<file path="config.mk">
export PLATFORM = sky130hd
export DESIGN_NAME = char_seq_tx
export DESIGN_NICKNAME = d
export VERILOG_FILES = /design/src/rtl/char_seq_tx.sv
export SDC_FILE = /design/constraint.sdc
export NUM_CORES = 1
export LEC_CHECK = 0
export CORE_ASPECT_RATIO = 0.75
export CORE_MARGIN = 10
export CORE_UTILIZATION = 40
export CTS_CLUSTER_SIZE = 8
export DETAILED_ROUTE_END_ITERATION = 10
export DONT_BUFFER_PORTS = 1
export GPL_TIMING_DRIVEN = 0
export PLACE_DENSITY = 0.62
export SYNTH_ARGS = -nofsm -noshare
export SYNTH_HDL_FRONTEND = slang
export SYNTH_SLANG_ARGS = --single-unit
</file>
<file path="constraint.sdc">
create_clock -name clk -period 4.7 [get_ports clk]
set_clock_uncertainty 0.1 [all_clocks]
set_input_delay 0.47 -clock clk [delete_from_list [all_inputs] [get_ports clk]]
set_output_delay 0.47 -clock clk [all_outputs]
set_load 0.02 [all_outputs]
</file>
<file path="src/rtl/char_seq_tx.sv">
// char_seq_tx: replays a stored character sequence len characters long, rpt+1 times,
// over a valid/ready stream. The sequence store is written only while idle.
module char_seq_tx #(
  parameter int unsigned DEPTH = 32,
  parameter int unsigned CW    = 8
) (
  input  logic                       clk,
  input  logic                       rst,
  input  logic                       wr_en,
  input  logic [$clog2(DEPTH)-1:0]   wr_addr,
  input  logic [CW-1:0]              wr_data,
  input  logic [$clog2(DEPTH):0]     len,
  input  logic [3:0]                 rpt,
  input  logic                       start,
  output logic                       o_valid,
  input  logic                       o_ready,
  output logic [CW-1:0]              o_char,
  output logic                       o_last,
  output logic                       busy,
  output logic                       done
);

  localparam int unsigned AW = $clog2(DEPTH);
  localparam int unsigned LW = AW + 1;

  typedef enum logic [1:0] {
    IDLE = 2'd0,
    SEND = 2'd1,
    DONE = 2'd2
  } state_t;

  state_t        state_q, state_d;
  logic [AW-1:0] idx_q, idx_d;
  logic [LW-1:0] len_q, len_d;
  logic [3:0]    rpt_q, rpt_d;

  logic [CW-1:0] mem [DEPTH];

  logic xfer;
  logic at_end;

  assign xfer   = (state_q == SEND) && o_ready;
  assign at_end = (LW'(idx_q) == (len_q - LW'(1)));

  // Sequence store: writable only in IDLE; contents survive reset.
  always_ff @(posedge clk) begin
    if (!rst && wr_en && (state_q == IDLE)) begin
      mem[wr_addr] <= wr_data;
    end
  end

  // State and sequencing registers with synchronous reset.
  always_ff @(posedge clk) begin
    if (rst) begin
      state_q <= IDLE;
      idx_q   <= '0;
      len_q   <= '0;
      rpt_q   <= '0;
    end else begin
      state_q <= state_d;
      idx_q   <= idx_d;
      len_q   <= len_d;
      rpt_q   <= rpt_d;
    end
  end

  // Next-state logic: start capture, index advance, pass wrap and completion.
  always_comb begin
    state_d = state_q;
    idx_d   = idx_q;
    len_d   = len_q;
    rpt_d   = rpt_q;
    case (state_q)
      IDLE: begin
        if (start) begin
          if (len != '0) begin
            len_d   = len;
            rpt_d   = rpt;
            idx_d   = '0;
            state_d = SEND;
          end else begin
            state_d = DONE;
          end
        end
      end
      SEND: begin
        if (xfer) begin
          if (at_end) begin
            if (rpt_q != 4'd0) begin
              idx_d = '0;
              rpt_d = rpt_q - 4'd1;
            end else begin
              state_d = DONE;
            end
          end else begin
            idx_d = idx_q + AW'(1);
          end
        end
      end
      DONE: begin
        state_d = IDLE;
      end
      default: begin
        state_d = IDLE;
      end
    endcase
  end

  // Outputs decoded from registered state; character gated to zero outside SEND.
  assign o_valid = (state_q == SEND);
  assign o_char  = o_valid ? mem[idx_q] : '0;
  assign o_last  = o_valid && at_end && (rpt_q == 4'd0);
  assign busy    = (state_q != IDLE);
  assign done    = (state_q == DONE);

endmodule

</file>
Yosys cells after proc, flatten, opt, wreduce, memory -nomap -nowiden:

Memory sizes are Yosys's and may differ from the RTL's. A register that Yosys moved wholly into a read port is not among the register bits.
Index checks and enable logic that the tools add are counted.
Widths: inputs -> output; s select.

* bits of input ports: 28
* bits in writable memories: 256
* memories kept: 1
* register bits after elaboration: 17

Memories
* mem: words 32, bits a word 8, read ports 1, clocked after memory_dff 1, write ports 1, RTL line 37 `logic [CW-1:0] mem [DEPTH];`

* reductions and logical operators: 16
* muxes and demuxes: 23
* add/subtract/negate cells: 3
* equality and inequality tests: 10

Operators by type and width (count)
* $mux 5: 7
* $mux 4: 5
* $mux 2: 5
* $pmux 5 s2: 1
* $mux 8: 1
* $ne 2x1->1 const B: 4
* $pmux 4 s2: 1
* $eq 5x6->1: 1
* $reduce_and 6->1: 1
* $reduce_bool 6->1: 1
* $sub 6x1->6 const B: 1
* $add 5x1->5 const B: 1
* $logic_and 1x1->1: 5
* $reduce_and 5->1: 1
* $logic_not 4->1: 1
* $ne 2x2->1 const B: 2
* $pmux 2 s2: 1
* $reduce_and 4->1: 1
* $reduce_bool 2->1: 2
* $reduce_bool 4->1: 1
* $sub 4x1->4 const B: 1
* $ne 3x2->1 const B: 1
* $reduce_and 3->1: 1
* $eq 2x1->1 const B: 1
* other kinds (4): 5

Longest topological paths before layout:

Gate-level depths: netlist of run 1.

* word-level depth: 7
* depth in mapped cells: 8
* depth with buffers taken out: 8

Least setup slack after synthesis of run 1:

Ideal clock, no wire load.

* path type: register to output
* from: reg with a tool-made name
* to: out o_char[0]
* setup slack: 2.107 ns
* required time: 4.130 ns
* cell stages (with the launch flop): 7
* arrival time: 2.023 ns
* cell sequence: dfxtp_1 buf_2 buf_2 mux4_2 mux4_2 mux2i_1 nor2_1

RTL lines
* end: declaration: RTL line 17 `output logic [CW-1:0] o_char,`

==> qor.yml, run 1 <==
crit_arrival_ps: 3340
drive_gt1_share_pct: 22.6
cts_setup_buffers: 0
p_sw_mw: 1.09
fin_nets: 652
final.setup.worst_slack_ps: 795
clkPwrFrac_pct: 45.3
finalSetupTns_ps: 0
cp-start-kind: "flop"
hold_path_class: "in2reg"
slew_headroom_pct: 20.1
hold_viol_final: 0
dieArea_mm2: 0.0348
rsz0062_at_grt: "no"
clk_pin_slew_ps: 50
utilization_pct: 47.1
dpl.hpwl_mm: 16.2
ys_dominant_reg_cell: "edfxtp_1"
netlist_area_mm2: 0.0111
clkLatencyLatePin_ps: 510
yosys_warnings: 0
ys_async_sr_fraction_pct: 0
period_share_pct: 83.1
maxCapViolations: 0
wirelength_mm: 24.4
grt_pass1_vias: 5678
drt_pass1_iterations: 5
cts_buffer_depth: 3
ir_drop_v: 0.000291
switching_share_pct: 20.0
grt-ovfl-total: 0
synth.distinct_cells: 43
power_density_mw_per_mm2: 427
gp_congestion: 0.828
wire_per_inst_um: 24.9
die_h_um: 164
drc_errors: 0
p_int_mw: 4.36
holdBufCountCts: 13
fmax_mhz: 256
ys_ff_latch: 278
cts_inserted_buffers: 40
cp-end-kind: "output port"
grt_use_met1_pct: 20.8
grt_pass1_wl_mm: 36.2
vias: 5610
antenna_found_initial: 0
final_cells: 979
ys_seq_area_share_pct: 73.3
first_iter_violations: 524
dp_cells: 917
ant_nets: 0
cts_root_buffer: "clkbuf_16"
start_util_pct: 40.9
setup_viol: 0
antenna_cells: 0
grtUsageTotal_pct: 14.2
dp_slack_ps: 1330
place.port_buffers: 0
core_mm2: 0.0271
worstPathMaxFanout: 10
top_usage_layer: "met1"
p_total_mw: 5.45
grt_use_met2_pct: 19.3
ioPinCount: 40
finalCriticalPeriod_ps: 3910
required_ps: 4130
rows: 52
worstSetupPathType: "reg2out"
synth_nets: 597
fp.dieW_um: 212
area_delta_synth_final_pct: 15.2
cts_tree: "done"
slew_viol_final: 0
cts.sinks: 278
synthCells: 566
h-tree-depth: 2
worst_pin_slew_ps: 1190
cts_resized: 0
viasPerCell: 5.73
avgSynthCellArea_um2: 19.6
status: "finished clean"
power_frac_comb_pct: 4.5
p_seq_share_pct: 50.1
grt_max_degree: 33
cellLeakagePower_nw: 3.89
synth_edf_count: 256
met3_usage_pct: 5.50
==> cell usage after synthesis, types with 2 or more instances <==
master / n / area [um^2]
nand3b_1: 5 / 37.5
nor3_1: 3 / 15.0
or2_2: 2 / 12.5
or2_1: 2 / 12.5
ha_1: 3 / 37.5
buf_1: 3 / 11.3
nand2b_1: 3 / 18.8
a21oi_1: 17 / 85.1
or3_1: 2 / 12.5
xnor2_1: 5 / 43.8
nor4_1: 3 / 18.8
mux4_2: 80 / 1800
a211o_1: 2 / 17.5
o31ai_1: 4 / 30.0
buf_2: 8 / 40.0
nor2b_1: 4 / 25.0
clkbuf_1: 13 / 48.8
nor2_1: 55 / 206
inv_1: 6 / 22.5
a211oi_1: 3 / 22.5
nand3_1: 5 / 25.0
edfxtp_1: 256 / 7690
xor2_1: 2 / 17.5
dfxtp_1: 22 / 440
mux2i_1: 10 / 100
nand4_1: 2 / 12.5
and3_1: 2 / 12.5
o21ai_0: 10 / 50.1
nor3b_1: 2 / 15.0
nand2_1: 19 / 71.3
==> worst max-delay path: stages (launching register included) <==
cell and delay [ps]:
dfxtp_1 300, clkbuf_1 490, clkbuf_1 700, mux4_2 470, mux4_2 540, mux2i_1 160, nor2_1 130
==> worst paths after layout <==
check                   from         end  slack (ps)  cells after the start
hold / removal        len[5]    len_q[5]           9                      2
setup / recovery        flop   o_char[1]         790                      6
hold reg to reg     rpt_q[2]    rpt_q[2]         400                      2
setup reg to reg  state_q[1]  mem[19][0]        1430                      4
==> per-layer routing <==
| metal | vias to the layer above | share of wire (%) | routed length, um |
|---|---|---|---|
| li1 | 2428 | - | - |
| met1 | 2879 | 46 | 11100 |
| met3 | 32 | 12 | 2810 |
| met5 | - | 0 | 0 |
| met2 | 271 | 42 | 10100 |
| met4 | 0 | 1.4 | 332 |
==> layout by cell type (no fill, tap or decap), types with 4 or more instances in the layout <==
cell / instances
mux4_2: 80
nor2b_1: 4
nor2_1: 55
nand2_1: 19
dlygate4sd3_1: 7
edfxtp_1: 256
clkbuf_16: 41
clkbuf_1: 20
xnor2_1: 5
buf_2: 8
dfxtp_1: 22
o31ai_1: 4
nand3b_1: 5
buf_12: 6
a21oi_1: 17
nand3_1: 5
inv_1: 6
o21ai_0: 10
mux2i_1: 10
==> flip-flops by register name (all words and copies together), names as in the netlist, named ones only <==
| register | count |
|---|---|
| idx_q | 5 |
| mem | 256 |
| state_q | 2 |
| rpt_q | 4 |
| len_q | 6 |
==> kinds of logic after synthesis <==
kind of cell               count (synthesis)  share of synthesized area, %
AOI/OAI and AO/OA                         43                          2.52
xor gates and xnor gates                   7                         0.553
adders and majority gates                  3                         0.339
buffers and inverters                     30                          1.11
DFF                                      278                          73.3
muxes                                     90                          17.2
and+or+nand+nor                          115                          5.03
==> power groups by stage <==
stage	Clock, mW	Sequential (mW)	Combinational (mW)
floorplan	0	2.77	0.147
global placement	0	2.78	0.190
detailed placement	0	2.78	0.195
CTS	2.52	2.73	0.248
global route	2.63	2.73	0.268
finish	2.47	2.73	0.248
==> final cells by class <==
cell class,count,area (um^2)
Fill cell,2197,14400
Timing Repair Buffer,13,190
Buffer,24,100
Multi-Input combinational cell,258,2840
Sequential cell,278,8130
Clock inverter,1,3.75
Inverter,6,22.5
Clock buffer,48,1050
Tap cell,351,439
==> metrics by stage <==
stage / hold WS (ps) / instance area (um^2)
floorplan: 352 / 11100
global placement: 375 / 11500
detailed placement: 388 / 11500
CTS: 0.105 / 12800
global route: 17.4 / 12800
finish: 8.98 / 12800
(Power assumes the default switching activity.)
==> run 2, diff against run 1 <==
PLACE_DENSITY = 0.64   (was 0.62)
clock period = 3.5 ns   (was 4.7 ns; I/O delays follow)
==> run 2 against run 1 <==
Compared with the run above: non-clock buffer count grew 4; total power increased by 35%; register-to-register slack worse by 1200 ps; setup slack worse by 680 ps; highest routed layer unchanged; die area did not move; critical path type unchanged; cell count increased by 0.61%; critical path depth is the same; clock power increased by 36%.
==> qor.yml, run 2 (synthesis gave the netlist of run 1 again) <==
grtUsageTotal_pct: 14.5  # +0.31 points
fmax_mhz: 295
clkPwrFrac_pct: 45.6  # +0.3 points
core_mm2: 0.0271  # unchanged
largest_reg_flops: 256  # unchanged
utilization_pct: 47.5  # +0.38 points
area_delta_synth_final_pct: 16.1
reg_top3: "mem: 256 flops, len_q: 6 flops, idx_q: 5 flops"
cts_inserted_buffers: 40  # unchanged
antenna_cells: 0  # unchanged
dieArea_mm2: 0.0348  # unchanged
h-tree-depth: 2  # unchanged
hold_path_class: "in2reg"
worstSetupPathType: "reg2out"
regMostFlops: "mem"
seqCellArea_mm2: 0.00813  # about the same
cts_setup_buffers: 0  # unchanged
p_total_mw: 7.37  # +35%
vias: 5679  # +1.2%
clkLatencyLatePin_ps: 520  # about the same
setup_viol: 0  # unchanged
final_cell_mix: "edfxtp_1 (256), mux4_2 (80), nor2_1 (55)"
p_seq_share_pct: 49.7  # -0.4 points
drt_pass1_iterations: 6  # +1
fp.dieW_um: 212  # unchanged
first_iter_violations: 518  # -1.1%
ir_drop_v: 0.000404  # +39%
cts_root_buffer: "clkbuf_16"
gp_congestion: 0.821  # -0.79%
status: "finished clean"
p_sw_mw: 1.50  # +38%
cp-start-kind: "flop"
required_ps: 3050  # -1080 ps
start_util_pct: 40.9  # unchanged
wire_per_inst_um: 25.4  # +1.9%
dp_cells: 917  # unchanged
rows: 52  # unchanged
p_int_mw: 5.87  # +35%
drive_gt1_share_pct: 24.0  # +1.4 points
dpl.hpwl_mm: 16.3  # +0.47%
clk_pin_slew_ps: 50  # about the same
slew_viol_final: 0  # unchanged
drc_errors: 0  # unchanged
slew_headroom_pct: 26.5  # +6.3 points
fin_nets: 656  # +0.61%
grt-ovfl-total: 0  # unchanged
ant_nets: 0  # unchanged
finalCriticalPeriod_ps: 3390
wirelength_mm: 25.0  # +2.6%
rsz0062_at_grt: "no"
power_density_mw_per_mm2: 573  # +34%
cp-end-kind: "output port"
antenna_found_initial: 0  # unchanged
grt_max_degree: 33  # unchanged
hold_viol_final: 0  # unchanged
grt_pass1_vias: 5754  # +1.3%
reg2reg_slack_ps: 200  # -1230 ps
n_fill_cell: 2175  # -1.0%
cellLeakagePower_nw: 3.94  # +1.4%
r2r_end: "mem[6][4]"
worstPathMaxFanout: 10  # unchanged
viasPerCell: 5.77  # +0.61%
crit_arrival_ps: 2940  # -400 ps
multi_input_area_mm2: 0.00284  # unchanged
maxCapViolations: 0  # unchanged
grt_pass1_wl_mm: 37.3  # +2.8%
reg2reg_from: "state_q[1]"
final_cells: 985  # +0.61%
period_share_pct: 96.8
die_h_um: 164  # unchanged
ioPinCount: 40  # unchanged
worst_pin_slew_ps: 1100  # -94.7 ps
r2r_cells: 4  # unchanged
cts_buffer_depth: 3  # unchanged
layout_commonest_cell: "edfxtp_1"
place.port_buffers: 0  # unchanged
switching_share_pct: 20.4  # +0.35 points
cts_tree: "done"
cts.sinks: 278  # unchanged
finalSetupTns_ps: 0  # unchanged
endpoint: "o_char[5]"
power_frac_comb_pct: 4.6  # about the same
[run 2: cell types whose count changed in the layout (fill, tap and decap cells not counted), sizes merged]
cell,before,now
inv,6,8
dlygate4sd3,7,11
[run 2: through the flow]
| step | worst slack, ps | hold WS, ps | cell area [um^2] |
|---|---|---|---|
| detailed placement | 157 | 352 | 11500 |
| global placement | 179 | 351 | 11500 |
| floorplan | 1030 | 349 | 11100 |
| global route | 5.99 | 22.0 | 12900 |
| finish | 111 | 15.1 | 12900 |
| CTS | 12.6 | 0.199 | 12900 |
[run 2: routing by layer]
metal | up-vias | global-route usage [%] | part of all wire (%)
li1 | 2430 | - | -
met2 | 264 | 20.1 | 43
met1 | 2950 | 21.3 | 45
met4 | 0 | 3.98 | 1.8
met3 | 35 | 4.89 | 10
met5 | - | 0 | 0
[run 2: layout make-up]
cell class | count | share of cell area, %
multi-input combinational | 258 | 22.0
inverter | 6 | 0.175
tap | 351 | 3.41
clock buffer | 48 | 8.17
clock inverter | 3 | 0.165
buffer | 23 | 0.972
timing repair buffer | 18 | 1.94
sequential | 278 | 63.1
[run 2: power by group through the flow]
| stage | Combinational, mW | Clock [mW] | Sequential [mW] |
|---|---|---|---|
| 2_1_floorplan | 0.197 | 0 | 3.72 |
| 3_3_place_gp | 0.254 | 0 | 3.73 |
| 3_5_place_dp | 0.262 | 0 | 3.73 |
| 4_1_cts | 0.344 | 3.42 | 3.67 |
| 5_1_grt | 0.371 | 3.57 | 3.66 |
| 6_report | 0.343 | 3.36 | 3.67 |
[run 2: worst max-delay path, cell delays in order (launching register included)]
cell and delay [ps]:
dfxtp_1 310, clkbuf_4 270, buf_4 310, mux4_2 590, mux4_2 480, mux2i_1 260
nor2_1 180
[run 2: what timing repair did]
action | in CTS | in global routing
setup endpoints to repair | 8 | 5
hold buffers | 18 | 0
endpoints found under the hold margin | 267 | 0
resized for setup | 13 | 2
[run 2: worst min path at each step]
stage	start	cells past startpoint	endpoint	slack, ps
2_1_floorplan	wr_data[0]	0	mem[0][0]	350
3_3_place_gp	wr_data[5]	0	mem[14][5]	350
3_5_place_dp	wr_data[5]	0	mem[30][5]	350
4_1_cts	rpt[3]	3	rpt_q[3]	0.2
5_1_grt	wr_data[6]	1	mem[12][6]	20
6_report	rpt[3]	3	rpt_q[3]	20
